--- src/rtl/video_timing_gen_if.sv ---
// rtl/video_timing_gen_if.sv - video raster bundle from the timing generator
//
// Carries the registered raster outputs of video_timing_gen to the sink
// (the ADV7511 parallel input path and the frame-rate detector).
//   o_hsync        horizontal sync, polarity set by the generator
//   o_vsync        vertical sync, polarity set by the generator
//   o_de           active-video data enable
//   o_x, o_y       pixel column / active line, 0 outside active video
//   o_frame_start  one-cycle pulse at pixel (0,0)
//   o_line_start   one-cycle pulse at h = 0 of every line
// Modports: master = generator side (drives), slave = sink side (reads).
interface video_timing_gen_if;
  logic        o_hsync;
  logic        o_vsync;
  logic        o_de;
  logic [11:0] o_x;
  logic [11:0] o_y;
  logic        o_frame_start;
  logic        o_line_start;

  modport master (
    output o_hsync, o_vsync, o_de, o_x, o_y, o_frame_start, o_line_start
  );

  modport slave (
    input o_hsync, o_vsync, o_de, o_x, o_y, o_frame_start, o_line_start
  );
endinterface

--- src/rtl/video_timing_gen.sv ---
// rtl/video_timing_gen.sv - raster timing generator with 60/50 Hz front-porch select
//
// Ports:
//   clk        pixel clock, the only clock
//   reset      synchronous, active-high reset
//   i_mode_50  0 = 60 Hz line (H_FP), 1 = 50 Hz line (H_FP_50); latched only
//              during reset or at the last pixel of a frame
//   vid        raster outputs (video_timing_gen_if.master)
// All outputs are registered decodes of the counter value held before the
// edge, so pins lag the counters by exactly one clock.
module video_timing_gen #(
  parameter int H_ACTIVE = 1280,
  parameter int H_FP     = 110,
  parameter int H_FP_50  = 440,
  parameter int H_SYNC   = 40,
  parameter int H_BP     = 220,
  parameter int V_ACTIVE = 720,
  parameter int V_FP     = 5,
  parameter int V_SYNC   = 5,
  parameter int V_BP     = 20,
  parameter int HS_POL   = 1,
  parameter int VS_POL   = 1
) (
  input  logic              clk,
  input  logic              reset,
  input  logic              i_mode_50,
  video_timing_gen_if.master vid
);

  localparam logic [11:0] H_ACT       = 12'(H_ACTIVE);
  localparam logic [11:0] V_ACT       = 12'(V_ACTIVE);
  localparam logic [11:0] H_LAST_60   = 12'(H_ACTIVE + H_FP + H_SYNC + H_BP - 1);
  localparam logic [11:0] H_LAST_50   = 12'(H_ACTIVE + H_FP_50 + H_SYNC + H_BP - 1);
  localparam logic [11:0] HS_START_60 = 12'(H_ACTIVE + H_FP);
  localparam logic [11:0] HS_START_50 = 12'(H_ACTIVE + H_FP_50);
  localparam logic [11:0] HS_END_60   = 12'(H_ACTIVE + H_FP + H_SYNC);
  localparam logic [11:0] HS_END_50   = 12'(H_ACTIVE + H_FP_50 + H_SYNC);
  localparam logic [11:0] V_LAST      = 12'(V_ACTIVE + V_FP + V_SYNC + V_BP - 1);
  localparam logic [11:0] VS_ON_LINE  = 12'(V_ACTIVE + V_FP);
  localparam logic [11:0] VS_OFF_LINE = 12'(V_ACTIVE + V_FP + V_SYNC);
  localparam logic        HS_ACT      = (HS_POL != 0);
  localparam logic        VS_ACT      = (VS_POL != 0);

  logic [11:0] h_cnt;
  logic [11:0] v_cnt;
  logic        r_mode;

  logic [11:0] h_last;
  logic [11:0] hs_start;
  logic [11:0] hs_end;
  logic        de_now;
  logic        hs_now;
  logic        vs_now;

  always_comb begin
    h_last   = r_mode ? H_LAST_50   : H_LAST_60;
    hs_start = r_mode ? HS_START_50 : HS_START_60;
    hs_end   = r_mode ? HS_END_50   : HS_END_60;
    de_now   = (h_cnt < H_ACT) && (v_cnt < V_ACT);
    hs_now   = (h_cnt >= hs_start) && (h_cnt < hs_end);
    // vsync window opens and closes at the hsync leading edge of its
    // first and first-after-last lines, so both edges share a clock.
    vs_now   = ((v_cnt > VS_ON_LINE) || ((v_cnt == VS_ON_LINE) && (h_cnt >= hs_start))) &&
               ((v_cnt < VS_OFF_LINE) || ((v_cnt == VS_OFF_LINE) && (h_cnt < hs_start)));
  end

  always_ff @(posedge clk) begin
    if (reset) begin
      h_cnt             <= '0;
      v_cnt             <= '0;
      r_mode            <= i_mode_50;
      vid.o_hsync       <= ~HS_ACT;
      vid.o_vsync       <= ~VS_ACT;
      vid.o_de          <= 1'b0;
      vid.o_x           <= '0;
      vid.o_y           <= '0;
      vid.o_frame_start <= 1'b0;
      vid.o_line_start  <= 1'b0;
    end else begin
      vid.o_hsync       <= hs_now ? HS_ACT : ~HS_ACT;
      vid.o_vsync       <= vs_now ? VS_ACT : ~VS_ACT;
      vid.o_de          <= de_now;
      vid.o_x           <= de_now ? h_cnt : 12'd0;
      vid.o_y           <= de_now ? v_cnt : 12'd0;
      vid.o_frame_start <= (h_cnt == 12'd0) && (v_cnt == 12'd0);
      vid.o_line_start  <= (h_cnt == 12'd0);

      if (h_cnt == h_last) begin
        h_cnt <= '0;
        if (v_cnt == V_LAST) begin
          v_cnt  <= '0;
          // Mode only changes between frames so no frame mixes line lengths.
          r_mode <= i_mode_50;
        end else begin
          v_cnt <= v_cnt + 12'd1;
        end
      end else begin
        h_cnt <= h_cnt + 12'd1;
      end
    end
  end

endmodule

--- src/flat_wrapper.sv ---
// flat-port wrapper written by rule: the top's interface ports become plain ports
module video_timing_gen_flat 
#(
  parameter int H_ACTIVE = 1280,
  parameter int H_FP     = 110,
  parameter int H_FP_50  = 440,
  parameter int H_SYNC   = 40,
  parameter int H_BP     = 220,
  parameter int V_ACTIVE = 720,
  parameter int V_FP     = 5,
  parameter int V_SYNC   = 5,
  parameter int V_BP     = 20,
  parameter int HS_POL   = 1,
  parameter int VS_POL   = 1
)
  (clk, reset, i_mode_50, vid_o_hsync, vid_o_vsync, vid_o_de, vid_o_x, vid_o_y, vid_o_frame_start, vid_o_line_start);
  video_timing_gen_if vid_i ();
  input  logic clk;
  input  logic reset;
  input  logic i_mode_50;
  output wire logic [$bits(vid_i.o_hsync)-1:0] vid_o_hsync;
  output wire logic [$bits(vid_i.o_vsync)-1:0] vid_o_vsync;
  output wire logic [$bits(vid_i.o_de)-1:0] vid_o_de;
  output wire logic [$bits(vid_i.o_x)-1:0] vid_o_x;
  output wire logic [$bits(vid_i.o_y)-1:0] vid_o_y;
  output wire logic [$bits(vid_i.o_frame_start)-1:0] vid_o_frame_start;
  output wire logic [$bits(vid_i.o_line_start)-1:0] vid_o_line_start;
  assign vid_o_hsync = vid_i.o_hsync;
  assign vid_o_vsync = vid_i.o_vsync;
  assign vid_o_de = vid_i.o_de;
  assign vid_o_x = vid_i.o_x;
  assign vid_o_y = vid_i.o_y;
  assign vid_o_frame_start = vid_i.o_frame_start;
  assign vid_o_line_start = vid_i.o_line_start;
  video_timing_gen #(.H_ACTIVE(H_ACTIVE), .H_FP(H_FP), .H_FP_50(H_FP_50), .H_SYNC(H_SYNC), .H_BP(H_BP), .V_ACTIVE(V_ACTIVE), .V_FP(V_FP), .V_SYNC(V_SYNC), .V_BP(V_BP), .HS_POL(HS_POL), .VS_POL(VS_POL)) u_core (.clk(clk), .reset(reset), .i_mode_50(i_mode_50), .vid(vid_i));
endmodule
--- config.mk ---
export PLATFORM = sky130hd
export DESIGN_NAME = video_timing_gen_flat
export DESIGN_NICKNAME = d
export VERILOG_FILES = /design/src/rtl/video_timing_gen_if.sv /design/src/rtl/video_timing_gen.sv /design/src/flat_wrapper.sv
export SDC_FILE = /design/constraint.sdc
export NUM_CORES = 1
export LEC_CHECK = 0
export ABC_AREA = 1
export CAP_MARGIN = 20
export CORE_ASPECT_RATIO = 0.8
export CORE_MARGIN = 3
export CORE_UTILIZATION = 55
export CTS_BUF_LIST = sky130_fd_sc_hd__clkbuf_16
export CTS_CLUSTER_DIAMETER = 80
export CTS_CLUSTER_SIZE = 16
export DETAILED_ROUTE_END_ITERATION = 8
export GPL_ROUTABILITY_DRIVEN = 0
export HOLD_SLACK_MARGIN = 0.1
export MAX_ROUTING_LAYER = met4
export PLACE_DENSITY = 0.76
export SETUP_SLACK_MARGIN = 0.4
export SYNTH_ARGS = -nofsm -noshare
export SYNTH_HDL_FRONTEND = slang
export SYNTH_SLANG_ARGS = --single-unit
--- constraint.sdc ---
create_clock -name clk -period 2.9 [get_ports clk]
set_input_delay 0.435 -clock clk [delete_from_list [all_inputs] [get_ports clk]]
set_output_delay 0.435 -clock clk [all_outputs]
set_load 0.02 [all_outputs]
==> results.txt <==
----------------------------------------------------
[Run status]
  Result of the run ... finished, final reports clean

[Route]
  Post-route ant nets ... 0
  Detailed Route Iter0 Violations ... between 200 and 250
  Total Routed Length ... approximately 6.0 mm
  Post-route DRC violation count ... 0
  Number of vias in the routed layout ... roughly 2.4k
  Average wire per cell in the routed design ... around 13 microns
  Post-detailed-route via-to-cell ratio ... ~5.3
  Iteration count of the initial detailed-routing pass ... 4

[Global route]
  Gr usage total ... 22.20%
  Number of antenna violations at the first check in global routing ... 0
  Number of global-route vias before repair ... between 2k and 2.5k
  Maximum number of pins on one net before global-route repair ... 23
  Remaining global-route overflow ... 0
  First-pass GRT wire length ... about 9.9 mm

[CTS]
  Cell at the root of the clock tree ... sky130_fd_sc_hd__clkbuf_16
  Number of buffers on the longest clock path ... 2
  Clock latency reported for the late side of the worst-skew pair ... between 200 and 300 ps
  Clock tree from TritonCTS ... yes
  Hold Buf Count CTS ... 0
  Clock-pin transition on the worst setup and hold timing paths ... roughly 70 ps
  Number of buffers created by CTS ... 5
  Clock sinks ... 54
  Depth of the CTS H-tree ... 2

[Logic synthesis]
  Sequential cell area fraction in the yosys report ... 40.39%
  Synth async-reset ratio ... 0%
  Post-synthesis cell type count ... 36
  Largest cells by area after synthesis ... sky130_fd_sc_hd__dfxtp_1 39%, sky130_fd_sc_hd__nand2_1 9.2%, sky130_fd_sc_hd__ha_1 7.4%
  Ys flop type ... sky130_fd_sc_hd__dfxtp_1
  Synthesized cell area ... ~0.0027 sq mm
  Synthesized instance count ... ~360
  Synth Register Bits ... 54
  Post-Syn Area per Cell ... 7.567 sq um
  EDFF count, synth ... 1
  Cell type with the largest total area after synthesis ... sky130_fd_sc_hd__dfxtp_1
  Portion of synthesized cell area occupied by the leading cell type ... 39.28%
  Number of synthesis warnings ... 0

[Worst hold path]
  Critical hold path startpoint ... u_core.v_cnt[10]
  Hold/Removal Path Class ... reg -> reg

[Layout]
  Net count reported at finish ... just over 400
  Synthesis-to-layout area growth ... 19.55%
  Finished Core Util ... just under 70%
  Layout cell share with drive strength beyond 1 ... a little over a tenth
  Number of antenna cells inserted ... 0
  Final Instance Area ... ~0.0032 sq mm

[Timing]
  Total count of hold-check failures in the final report ... 0
  Summed negative setup slack over all endpoints ... 0 ps
  Fmax ... ~440 MHz
  Final clock period utilization by the worst path ... slightly below 80%
  Clock skew ... ~5.2 ps
  Pin slew with the least headroom to its limit ... between 600 and 700 ps
  Tmin final ... between 2000 and 2500 ps
  Unrepaired setup endpoints after global routing ... false
  Max-Slew Margin vs Limit ... a little over half
  Final Slew Violations ... 0
  Final-report setup violation count ... 0

[Setup path]
  Critical Path Start ... u_core.r_mode
  Capture point of the worst path ... u_core.v_cnt[3]
  Reg2reg setup slack ... approximately 640 ps
  Top fanout value on the critical path ... 12
  Arrival @ worst endpoint ... around 2500 ps
  Endpoint class of the critical path ... flip-flop
  Kind of start point of the critical path ... flip-flop
  Classification of the worst setup path ... reg -> reg
  Worst reg2reg endpoint ... u_core.v_cnt[3]
  Cell depth of the worst flop-to-flop path ... 11
  Critical R2R Launch ... u_core.r_mode
  Required time of the critical path ... between 3000 and 4000 ps

[Floorplanning]
  Die X ... around 84 microns
  I/O pins ... 32
  Die Footprint ... approximately 0.0058 sq mm
  Core Box Area ... ~0.0047 sq mm
  Starting density of the core ... just under 60%
  Row cnt ... 22
  Height of the die ... 68.69 microns

[Power]
  Leakage component of the power ... 1.333 nW
  Power per Cell Area ... around 470 mW/mm^2
  Maximum resistive drop on vdd ... approximately 360 uV
  Total chip power ... approximately 1.5 mW

[Placed design]
  DP Area ... a little over 0.003 sq mm
  Final HPWL from detailed placement ... approximately 4.6 mm
  Port bufs ... 31

[Run]
  Total of max-cap violations ... 0

----------------------------------------------------
==> cells in the mapped netlist, drive strengths merged, types with 2 or more instances <==
library cell / count
inv: 49
nor4: 2
a21oi: 19
nor3: 7
buf: 4
nand3: 27
dfxtp: 53
ha: 16
nor3b: 4
nand2: 71
nor2: 68
o21ai: 14
nand4: 12
xor2: 4
==> worst max-delay path, cell delays in order (launching register included) <==
cell                       delay [ps]
sky130_fd_sc_hd__edfxtp_1         510
sky130_fd_sc_hd__inv_1            230
sky130_fd_sc_hd__ha_1             390
sky130_fd_sc_hd__inv_1             90
sky130_fd_sc_hd__nor2_4           150
sky130_fd_sc_hd__nand3_1           90
sky130_fd_sc_hd__nor2_1           110
sky130_fd_sc_hd__nand2_1          100
sky130_fd_sc_hd__nand2_2          220
sky130_fd_sc_hd__o21ai_0          150
sky130_fd_sc_hd__nand2_1           80
sky130_fd_sc_hd__inv_1             40
==> per-layer routing <==
layer	vias to the layer above	GRT usage [%]	routed length [microns]
met4	0	6.126	38
li1	1213	-	-
met5	-	-	0
met2	86	29.43	2315
met1	1077	33.33	3104
met3	7	4.869	535
==> stage by stage <==
step           setup WS (ps)  std cells  hold WS, ps
2_1_floorplan          956.0        359        441.5
5_1_grt                484.1        453        531.8
3_5_place_dp           597.7        446        481.8
3_3_place_gp           725.5        446        469.8
6_report               639.7        453        492.2
4_1_cts                575.8        453        495.4
==> power by group <==
group	internal, mW	switching [mW]	leakage, nW
combinational	0.0337	0.0564	0.814
clock	0.404	0.260	0.0799
sequential	0.756	0.00824	0.439
total	1.19	0.325	1.33
==> logic make-up after synthesis <==
group,Yosys count,share of synthesized area [%]
and+or+nand+nor,192,35.06
other,1,0.1388
AOI/OAI and AO/OA,37,7.643
xor gates and xnor gates,4,1.297
adders and majority gates,16,7.411
buffers and inverters,53,8.059
DFF,54,40.39
==> cell usage in the layout (no fill, tap or decap), types with 11 or more instances in the layout <==
cell type and n:
sky130_fd_sc_hd__nor2_2 12, sky130_fd_sc_hd__nand3_1 26, sky130_fd_sc_hd__nor2_1 51, sky130_fd_sc_hd__nand2_1 65
sky130_fd_sc_hd__clkdlybuf4s50_1 31, sky130_fd_sc_hd__ha_1 16, sky130_fd_sc_hd__inv_1 43, sky130_fd_sc_hd__a21oi_1 18
sky130_fd_sc_hd__nand4_1 11, sky130_fd_sc_hd__dfxtp_1 53
==> sequential cells by signal, indices dropped and copies added (netlist names) <==
signal / cells
u_core.vid.o_x: 12
u_core.r_mode: 1
u_core.v_cnt: 12
u_core.h_cnt: 12
u_core.vid.o_vsync: 1
u_core.vid.o_de: 1
u_core.vid.o_y: 12
u_core.vid.o_line_start: 1
u_core.vid.o_frame_start: 1
u_core.vid.o_hsync: 1
==> layout make-up <==
class | count | area [sq um]
repair buffers | 31 | 310.3
clock inverters | 2 | 38.79
multi-input cells | 252 | 1403
inverters | 49 | 186.4
flip-flops and latches | 54 | 1091
well taps | 60 | 75.07
clock buffers | 5 | 125.1
fillers | 382 | 1423
==> worst min path at each step <==
stage                                   to  slack (ps)  cells past startpoint
after floorplan            u_core.h_cnt[0]         440                      1
after global placement    u_core.v_cnt[10]         470                      2
after detailed placement  u_core.v_cnt[10]         480                      2
after CTS                 u_core.v_cnt[10]         500                      2
after global routing      u_core.v_cnt[10]         530                      2
final                     u_core.v_cnt[10]         490                      2
==> what timing repair did <==
action | in CTS | in global routing
setup buffers | 0 | 0
setup endpoints to repair | 0 | 1
gates resized for setup | 0 | 1
No activity file was read; power rests on OpenSTA's default activity.
